### src/rtl/ahb_stream_loader_if.sv
// Byte-stream and AHB-Lite master signal bundle for the stream loader.
// The master modport is the loader side; the slave modport is the environment.
interface ahb_stream_loader_if;
  logic        start;
  logic        s_valid;
  logic [7:0]  s_data;
  logic        s_last;
  logic        s_ready;
  logic [31:0] HADDR;
  logic [1:0]  HTRANS;
  logic        HWRITE;
  logic [2:0]  HSIZE;
  logic [31:0] HWDATA;
  logic        HREADY;
  logic        HRESP;
  logic        busy;
  logic        done;
  logic        err;

  modport master (
    input  start, s_valid, s_data, s_last,
    input  HREADY, HRESP,
    output s_ready, HADDR, HTRANS, HWRITE,
    output HSIZE, HWDATA, busy, done, err
  );

  modport slave (
    output start, s_valid, s_data, s_last,
    output HREADY, HRESP,
    input  s_ready, HADDR, HTRANS, HWRITE,
    input  HSIZE, HWDATA, busy, done, err
  );
endinterface

### src/rtl/ahb_stream_loader.sv
// Packs a byte stream little-endian into words and writes them over
// AHB-Lite as single NONSEQ word transfers to incrementing addresses.
module ahb_stream_loader #(
  parameter int          AWIDTH    = 12,
  parameter logic [31:0] BASE_ADDR = 32'h0000_0000
) (
  input logic HCLK,
  input logic HRESET,
  ahb_stream_loader_if.master bus
);

  localparam int IW = AWIDTH - 2;

  typedef enum logic [1:0] {
    IDLE, COLLECT, ADDR, DATA
  } state_t;

  state_t          state_q, state_d;
  logic [1:0]      cnt_q, cnt_d;
  logic [IW-1:0]   idx_q, idx_d;
  logic [31:0]     word_q, word_d;
  logic            last_q, last_d;
  logic            s_ready_q, s_ready_d;
  logic [1:0]      htrans_q, htrans_d;
  logic            hwrite_q, hwrite_d;
  logic [31:0]     haddr_q, haddr_d;
  logic [31:0]     hwdata_q, hwdata_d;
  logic            busy_q, busy_d;
  logic            done_q, done_d;
  logic            err_q, err_d;

  assign bus.s_ready = s_ready_q;
  assign bus.HTRANS  = htrans_q;
  assign bus.HWRITE  = hwrite_q;
  assign bus.HSIZE   = 3'b010;
  assign bus.HADDR   = haddr_q;
  assign bus.HWDATA  = hwdata_q;
  assign bus.busy    = busy_q;
  assign bus.done    = done_q;
  assign bus.err     = err_q;

  // State and registered outputs; reset drops the bus to IDLE at once.
  always_ff @(posedge HCLK or posedge HRESET) begin
    if (HRESET) begin
      state_q   <= IDLE;
      cnt_q     <= '0;
      idx_q     <= '0;
      word_q    <= '0;
      last_q    <= 1'b0;
      s_ready_q <= 1'b0;
      htrans_q  <= 2'b00;
      hwrite_q  <= 1'b0;
      haddr_q   <= BASE_ADDR;
      hwdata_q  <= '0;
      busy_q    <= 1'b0;
      done_q    <= 1'b0;
      err_q     <= 1'b0;
    end else begin
      state_q   <= state_d;
      cnt_q     <= cnt_d;
      idx_q     <= idx_d;
      word_q    <= word_d;
      last_q    <= last_d;
      s_ready_q <= s_ready_d;
      htrans_q  <= htrans_d;
      hwrite_q  <= hwrite_d;
      haddr_q   <= haddr_d;
      hwdata_q  <= hwdata_d;
      busy_q    <= busy_d;
      done_q    <= done_d;
      err_q     <= err_d;
    end
  end

  // Next state and next registered outputs; collection and bus phases never overlap.
  always_comb begin
    state_d   = state_q;
    cnt_d     = cnt_q;
    idx_d     = idx_q;
    word_d    = word_q;
    last_d    = last_q;
    s_ready_d = s_ready_q;
    htrans_d  = htrans_q;
    hwrite_d  = hwrite_q;
    haddr_d   = haddr_q;
    hwdata_d  = hwdata_q;
    busy_d    = busy_q;
    done_d    = 1'b0;
    err_d     = err_q;
    unique case (state_q)
      IDLE: begin
        if (bus.start) begin
          idx_d     = '0;
          cnt_d     = '0;
          word_d    = '0;
          last_d    = 1'b0;
          err_d     = 1'b0;
          busy_d    = 1'b1;
          s_ready_d = 1'b1;
          state_d   = COLLECT;
        end
      end
      COLLECT: begin
        if (bus.s_valid && s_ready_q) begin
          // First byte of a word clears stale upper bytes.
          if (cnt_q == 2'd0) word_d = '0;
          word_d[{cnt_q, 3'b000} +: 8] = bus.s_data;
          cnt_d = cnt_q + 2'd1;
          if (cnt_q == 2'd3 || bus.s_last) begin
            last_d    = bus.s_last;
            s_ready_d = 1'b0;
            htrans_d  = 2'b10;
            hwrite_d  = 1'b1;
            haddr_d   = BASE_ADDR + 32'({idx_q, 2'b00});
            state_d   = ADDR;
          end
        end
      end
      ADDR: begin
        if (bus.HREADY) begin
          htrans_d = 2'b00;
          hwrite_d = 1'b0;
          hwdata_d = word_q;
          state_d  = DATA;
        end
      end
      DATA: begin
        if (bus.HRESP) begin
          err_d   = 1'b1;
          busy_d  = 1'b0;
          state_d = IDLE;
        end else if (bus.HREADY) begin
          idx_d = idx_q + IW'(1);
          cnt_d = '0;
          if (last_q) begin
            done_d  = 1'b1;
            busy_d  = 1'b0;
            state_d = IDLE;
          end else begin
            s_ready_d = 1'b1;
            state_d   = COLLECT;
          end
        end
      end
      default: state_d = IDLE;
    endcase
  end

endmodule

### src/flat_wrapper.sv
// flat-port wrapper written by rule: the top's interface ports become plain ports
module ahb_stream_loader_flat 
#(
  parameter int          AWIDTH    = 12,
  parameter logic [31:0] BASE_ADDR = 32'h0000_0000
)
  (HCLK, HRESET, bus_start, bus_s_valid, bus_s_data, bus_s_last, bus_HREADY, bus_HRESP, bus_s_ready, bus_HADDR, bus_HTRANS, bus_HWRITE, bus_HSIZE, bus_HWDATA, bus_busy, bus_done, bus_err);
  ahb_stream_loader_if bus_i ();
  input logic HCLK;
  input logic HRESET;
  input wire logic [$bits(bus_i.start)-1:0] bus_start;
  input wire logic [$bits(bus_i.s_valid)-1:0] bus_s_valid;
  input wire logic [$bits(bus_i.s_data)-1:0] bus_s_data;
  input wire logic [$bits(bus_i.s_last)-1:0] bus_s_last;
  input wire logic [$bits(bus_i.HREADY)-1:0] bus_HREADY;
  input wire logic [$bits(bus_i.HRESP)-1:0] bus_HRESP;
  output wire logic [$bits(bus_i.s_ready)-1:0] bus_s_ready;
  output wire logic [$bits(bus_i.HADDR)-1:0] bus_HADDR;
  output wire logic [$bits(bus_i.HTRANS)-1:0] bus_HTRANS;
  output wire logic [$bits(bus_i.HWRITE)-1:0] bus_HWRITE;
  output wire logic [$bits(bus_i.HSIZE)-1:0] bus_HSIZE;
  output wire logic [$bits(bus_i.HWDATA)-1:0] bus_HWDATA;
  output wire logic [$bits(bus_i.busy)-1:0] bus_busy;
  output wire logic [$bits(bus_i.done)-1:0] bus_done;
  output wire logic [$bits(bus_i.err)-1:0] bus_err;
  assign bus_i.start = bus_start;
  assign bus_i.s_valid = bus_s_valid;
  assign bus_i.s_data = bus_s_data;
  assign bus_i.s_last = bus_s_last;
  assign bus_i.HREADY = bus_HREADY;
  assign bus_i.HRESP = bus_HRESP;
  assign bus_s_ready = bus_i.s_ready;
  assign bus_HADDR = bus_i.HADDR;
  assign bus_HTRANS = bus_i.HTRANS;
  assign bus_HWRITE = bus_i.HWRITE;
  assign bus_HSIZE = bus_i.HSIZE;
  assign bus_HWDATA = bus_i.HWDATA;
  assign bus_busy = bus_i.busy;
  assign bus_done = bus_i.done;
  assign bus_err = bus_i.err;
  ahb_stream_loader #(.AWIDTH(AWIDTH), .BASE_ADDR(BASE_ADDR)) u_core (.HCLK(HCLK), .HRESET(HRESET), .bus(bus_i));
endmodule
### config.mk
export PLATFORM = sky130hd
export DESIGN_NAME = ahb_stream_loader_flat
export DESIGN_NICKNAME = d
export VERILOG_FILES = /design/src/rtl/ahb_stream_loader_if.sv /design/src/rtl/ahb_stream_loader.sv /design/src/flat_wrapper.sv
export SDC_FILE = /design/constraint.sdc
export NUM_CORES = 1
export LEC_CHECK = 0
export CAP_MARGIN = 20
export CORE_MARGIN = 2
export CORE_UTILIZATION = 30
export CTS_CLUSTER_DIAMETER = 30
export DETAILED_ROUTE_END_ITERATION = 6
export GPL_ROUTABILITY_DRIVEN = 0
export PLACE_DENSITY = 0.54
export SLEW_MARGIN = 10
export SYNTH_ARGS = -nofsm -noshare
export SYNTH_HDL_FRONTEND = slang
export SYNTH_SLANG_ARGS = --single-unit
### constraint.sdc
create_clock -name HCLK -period 3.9 [get_ports HCLK]
set_clock_uncertainty 0.05 [all_clocks]
set_input_delay 0.78 -clock HCLK [delete_from_list [all_inputs] [get_ports HCLK]]
set_output_delay 0.78 -clock HCLK [all_outputs]
set_load 0.01 [all_outputs]
**Word-level counts from Yosys, hierarchy flattened**

Index checks and enable logic that the tools add are counted.
Widths: inputs -> output; s select.

- Bits in registers: 96
- Input bits: 15
- Output and inout bits: 74
- Logic and storage cells: 101

- Add/subtract/negate cells: 3
- Equal/unequal tests: 14
- Shifts and indexed selects: 2
- Muxes and demuxes: 50
- Reduce and logical (&&, ||, !) cells: 19

Operator list:

| cell | count |
|---|---|
| $mux 32 | 5 |
| $pmux 32 s2 | 1 |
| $bwmux 32 | 1 |
| $shift 8x7->32 const A | 1 |
| $shiftx 8x7->32 | 1 |
| $mux 10 | 3 |
| $mux 1 | 21 |
| $mux 2 | 10 |
| $pmux 10 s2 | 1 |
| $reduce_and 4->1 | 4 |
| $ne 2x2->1 const B | 6 |
| $add 10x1->10 const B | 1 |
| $reduce_and 5->1 | 2 |
| $reduce_and 3->1 | 3 |
| $pmux 1 s2 | 4 |
| $pmux 2 s4 | 1 |
| $neg 5->7 | 1 |
| $reduce_and 7->1 | 1 |
| $eq 2x2->1 const B | 3 |
| $pmux 2 s3 | 1 |
| $reduce_bool 2->1 | 3 |
| $logic_not 2->1 | 2 |
| $ne 2x1->1 const B | 2 |
| $pmux 2 s2 | 1 |
| other kinds (9) | 9 |

**Longest topological paths before layout**

- Depth in word-level cells: 7
- Depth in mapped cells: 8
- Gate-level depth less buffers: 6

**Worst setup path after synthesis**

No wires, ideal clock.

- Kind: input -> register
- Start point: input bus_HRESP
- End point: register u_core.idx_q[7]
- Library setup time: 128 ps
- Data arrival time: 1942 ps
- Required time: 3722 ps
- Slack: 1780 ps
- Stages: 4
- Path buffers: 0
- Cell sequence: nand2b_1 > a2111oi_2 > nor2b_1 > mux2_1

- Longest elaborated chain between the ends: 2

RTL lines:

| item | RTL line | text |
|---|---|---|
| from (decl) | flat_wrapper.sv:16 | `input wire logic [$bits(bus_i.HRESP)-1:0] bus_HRESP;` |
| $ne 2x2->1 (no line) | - |  |
| $reduce_and 4->1 (no line) | - |  |
| to (signal assigned) | ahb_stream_loader.sv:61 | `idx_q <= idx_d;` |
| to (decl) | ahb_stream_loader.sv:20 | `logic [IW-1:0] idx_q, idx_d;` |

Every way passes these cells.
A chain may end at the register's enable or synchronous reset.

**Worst setup path after layout**

- Start point: input bus_HREADY
- End point: register u_core.idx_q[7]

- Longest elaborated chain between the ends: 2

RTL lines:

| item | RTL line | text |
|---|---|---|
| from (decl) | flat_wrapper.sv:15 | `input wire logic [$bits(bus_i.HREADY)-1:0] bus_HREADY;` |
| $ne 2x2->1 (no line) | - |  |
| $reduce_and 4->1 (no line) | - |  |

Every way passes these cells.

==> reports/metrics.yaml <==
synth:
  seq_area_frac_synth_pct: 53.6
  ys_warn_count: 0
  syn_area_um2: 4390
  postSynth.asyncResetShare_pct: 100
  synth_area_per_cell_um2: 10.2
  synthFlopType: "dfrtp_1"
  syn_inst: 432
  yosys_register_bits: 94
  synth_edf_count: 0
  synth_cell_types: 48
cts:
  clockRootBuffer: "clkbuf_16"
  cts_buffers: 9
  clock_sink_count: 94
  postCtsHoldBufs: 0
  htreeDepth: 3
  cts.path.max_buffers: 2
  post_cts_buffers: 0
  insertion_delay_ps: 350
  cts_resized: 0
  cts_tree: "built"
  clkSlewWorstSetupHoldPaths_ps: 60
route:
  via_count: 3064
  drc: 0
  first_pass_iters: 4
  drt_iter0_drc: 164
  postRouteAntennaNets: 0
  viasPerCell: 4.53
  routed_wl_mm: 9.40
  wl_per_cell_um: 13.9
final_layout:
  drive_gt1_share_pct: 7.52
  stdcell_area_um2: 5380
  nets: 514
  antennaDiodeCount: 0
  syn_to_final_growth_pct: 22.5
  final_common_cell: "dfrtp_1"
  final_cell_mix: "dfrtp_1, clkdlybuf4s50_1, o21ai_0, nand2_1, inv_1"
  fillers: 1452
floorplanning:
  die_width_um: 125
  initial_core_util_pct: 30.4
  die_y_um: 125
  core_region_area_um2: 14400
  die_area_um2: 15600
  ios: 89
  rows: 44
outcome:
  status: "finished, final reports clean"
setup_path:
  crit_required_ps: 4070
  r2r-start: "u_core.state_q[0]"
  r2r_setup_slack_ps: 1420
  critPathLaunch: "bus_HREADY"
  cp_max_fo: 6
  cp.arrival_ps: 2680
  crit_cells: 5
  r2r_end: "u_core.cnt_q[1]"
  crit_type: "in -> reg"
  endpoint: "u_core.idx_q[7]"
  start_kind: "input pin"
  crit_family: "buffers and inverters"
  reg2regPathDepth: 7
  critical-path-slowest-cell: "clkdlybuf4s50_1"
  crit_path_end_kind: "flip-flop"
  path_buf_inv: 1
  critPathMaxStageDelay_ps: 570
  path_cells: "clkdlybuf4s50_1 -> nand2b_1 -> a2111oi_2 -> nor2b_1 -> mux2_1"
sta:
  tightest_slew_ps: 983
  post-route-period-util_pct: 64.2
  tns_ps: 0
  fin_crit_ps: 2510
  finalSetupViolations: 0
  rsz0062_at_grt: "no"
  final_max_slew_viol_count: 0
  final_hold_viol_count: 0
  maxClockFrequency_mhz: 399
  maxSlewHeadroom_pct: 34.2
global_routing:
  grt_start_max_net_pins: 66
  grt.total_usage_pct: 12.6
  grt_first_pass_wirelength_mm: 15.7
  antenna_found_initial: 0
  grt_pass1_vias: 2991
  overflow: 0
power:
  peakVddDrop_v: 0.000314
  p_per_area_nw_per_um2: 600
  leakagePower_uw: 0.00233
flow_run:
  cap_violations: 0
min_path:
  min_path_type: "reg -> reg"
place:
  place_area_um2: 5090
  port-buffer-count: 62
  post-dp-hpwl_mm: 6.60
## cell usage after synthesis (2+ instances only)
cell	number	area share [%]
a2111oi_4	3	1.9
a211oi_1	4	0.68
a21oi_1	8	0.91
a22o_1	3	0.60
a31oi_1	3	0.43
a32o_1	2	0.46
and4_1	2	0.40
buf_2	6	0.68
buf_4	27	4.6
clkbuf_1	10	0.85
conb_1	2	0.17
dfrtp_1	94	54
ha_1	12	3.4
inv_1	44	3.8
mux2_1	2	0.51
mux2_2	10	2.6
mux2i_1	10	2.3
nand2_1	51	4.4
nand2b_1	2	0.28
nand3_1	26	3.0
nor2_1	14	1.2
nor2b_1	5	0.71
o21ai_0	61	7.0
o31ai_1	4	0.68
or3_1	3	0.43
xnor2_1	2	0.40
## layer usage
layer	global-route usage [%]	wire, um
met5	0	0
met4	4.90	154
met3	3.51	396
met2	19.5	4320
met1	16.7	4520
## cell type report
class	count	area, um2	area share [%]
sequential	94	2350	43.7
multi-input combinational	274	1690	31.5
timing repair buffer	64	648	12.0
clock buffer	11	233	4.33
tap	184	230	4.28
inverter	44	166	3.09
clock inverter	5	57.6	1.07
## worst register-to-register path, cell delays in order, from the launching register on
cell and delay [ps]:
dfrtp_1 410, inv_1 150, ha_1 350, nor2b_1 670
buf_4 270, nor2_1 90, a32o_1 230, a22o_1 170
## per-stage QoR
step | instances | total power [uW] | hold WS, ps | utilization (%) | worst slack [ps]
2_1_floorplan | 456 | 2050 | 434 | - | 621
3_3_place_gp | 660 | 2350 | 410 | 35.3 | 1130
3_5_place_dp | 660 | 2380 | 421 | 35.3 | 1060
4_1_cts | 676 | 3270 | 436 | 37.3 | 1380
5_1_grt | 676 | 3430 | 452 | 37.3 | 1200
6_report | 676 | 3230 | 431 | 37.3 | 1390
## cells by family (layout without fill, tap and decap cells)
kind of cell	Yosys count	in the layout	share of synthesized area (%)
flip-flops	94	94	53.6
buffers and inverters	88	124	10.0
adder cells (fa/ha/maj)	12	12	3.42
AO/OA/AOI/OAI	99	99	14.8
XOR/XNOR	2	2	0.399
multiplexers	22	22	5.36
AND/OR/NAND/NOR	113	113	12.3
other	2	26	0.171
## worst min path at each step
stage | end | start | cells after the start
floorplan | u_core.word_q[0] | u_core.word_q[0] | 2
global placement | u_core.bus.HWDATA[26] | u_core.bus.HWDATA[26] | 2
detailed placement | u_core.bus.HWDATA[7] | u_core.bus.HWDATA[7] | 2
CTS | u_core.bus.HWDATA[7] | u_core.bus.HWDATA[7] | 2
global route | u_core.bus.HWDATA[29] | u_core.bus.HWDATA[29] | 2
finish | u_core.bus.HWDATA[7] | u_core.bus.HWDATA[7] | 2
## flip-flops by register name, summed over array words and instances (netlist names)
name,count
u_core.bus.HWDATA,32
u_core.word_q,32
u_core.bus.HADDR,10
u_core.idx_q,10
u_core.cnt_q,2
u_core.state_q,2
u_core.bus.HTRANS,1
u_core.bus.busy,1
u_core.bus.done,1
u_core.bus.err,1
u_core.bus.s_ready,1
u_core.last_q,1
## where the power goes
group	switching [uW]	total (uW)	internal, uW
clock	373	871	499
combinational	690	1150	456
sequential	99.8	1210	1110
Note: power is estimated with default switching activity, not from simulation.
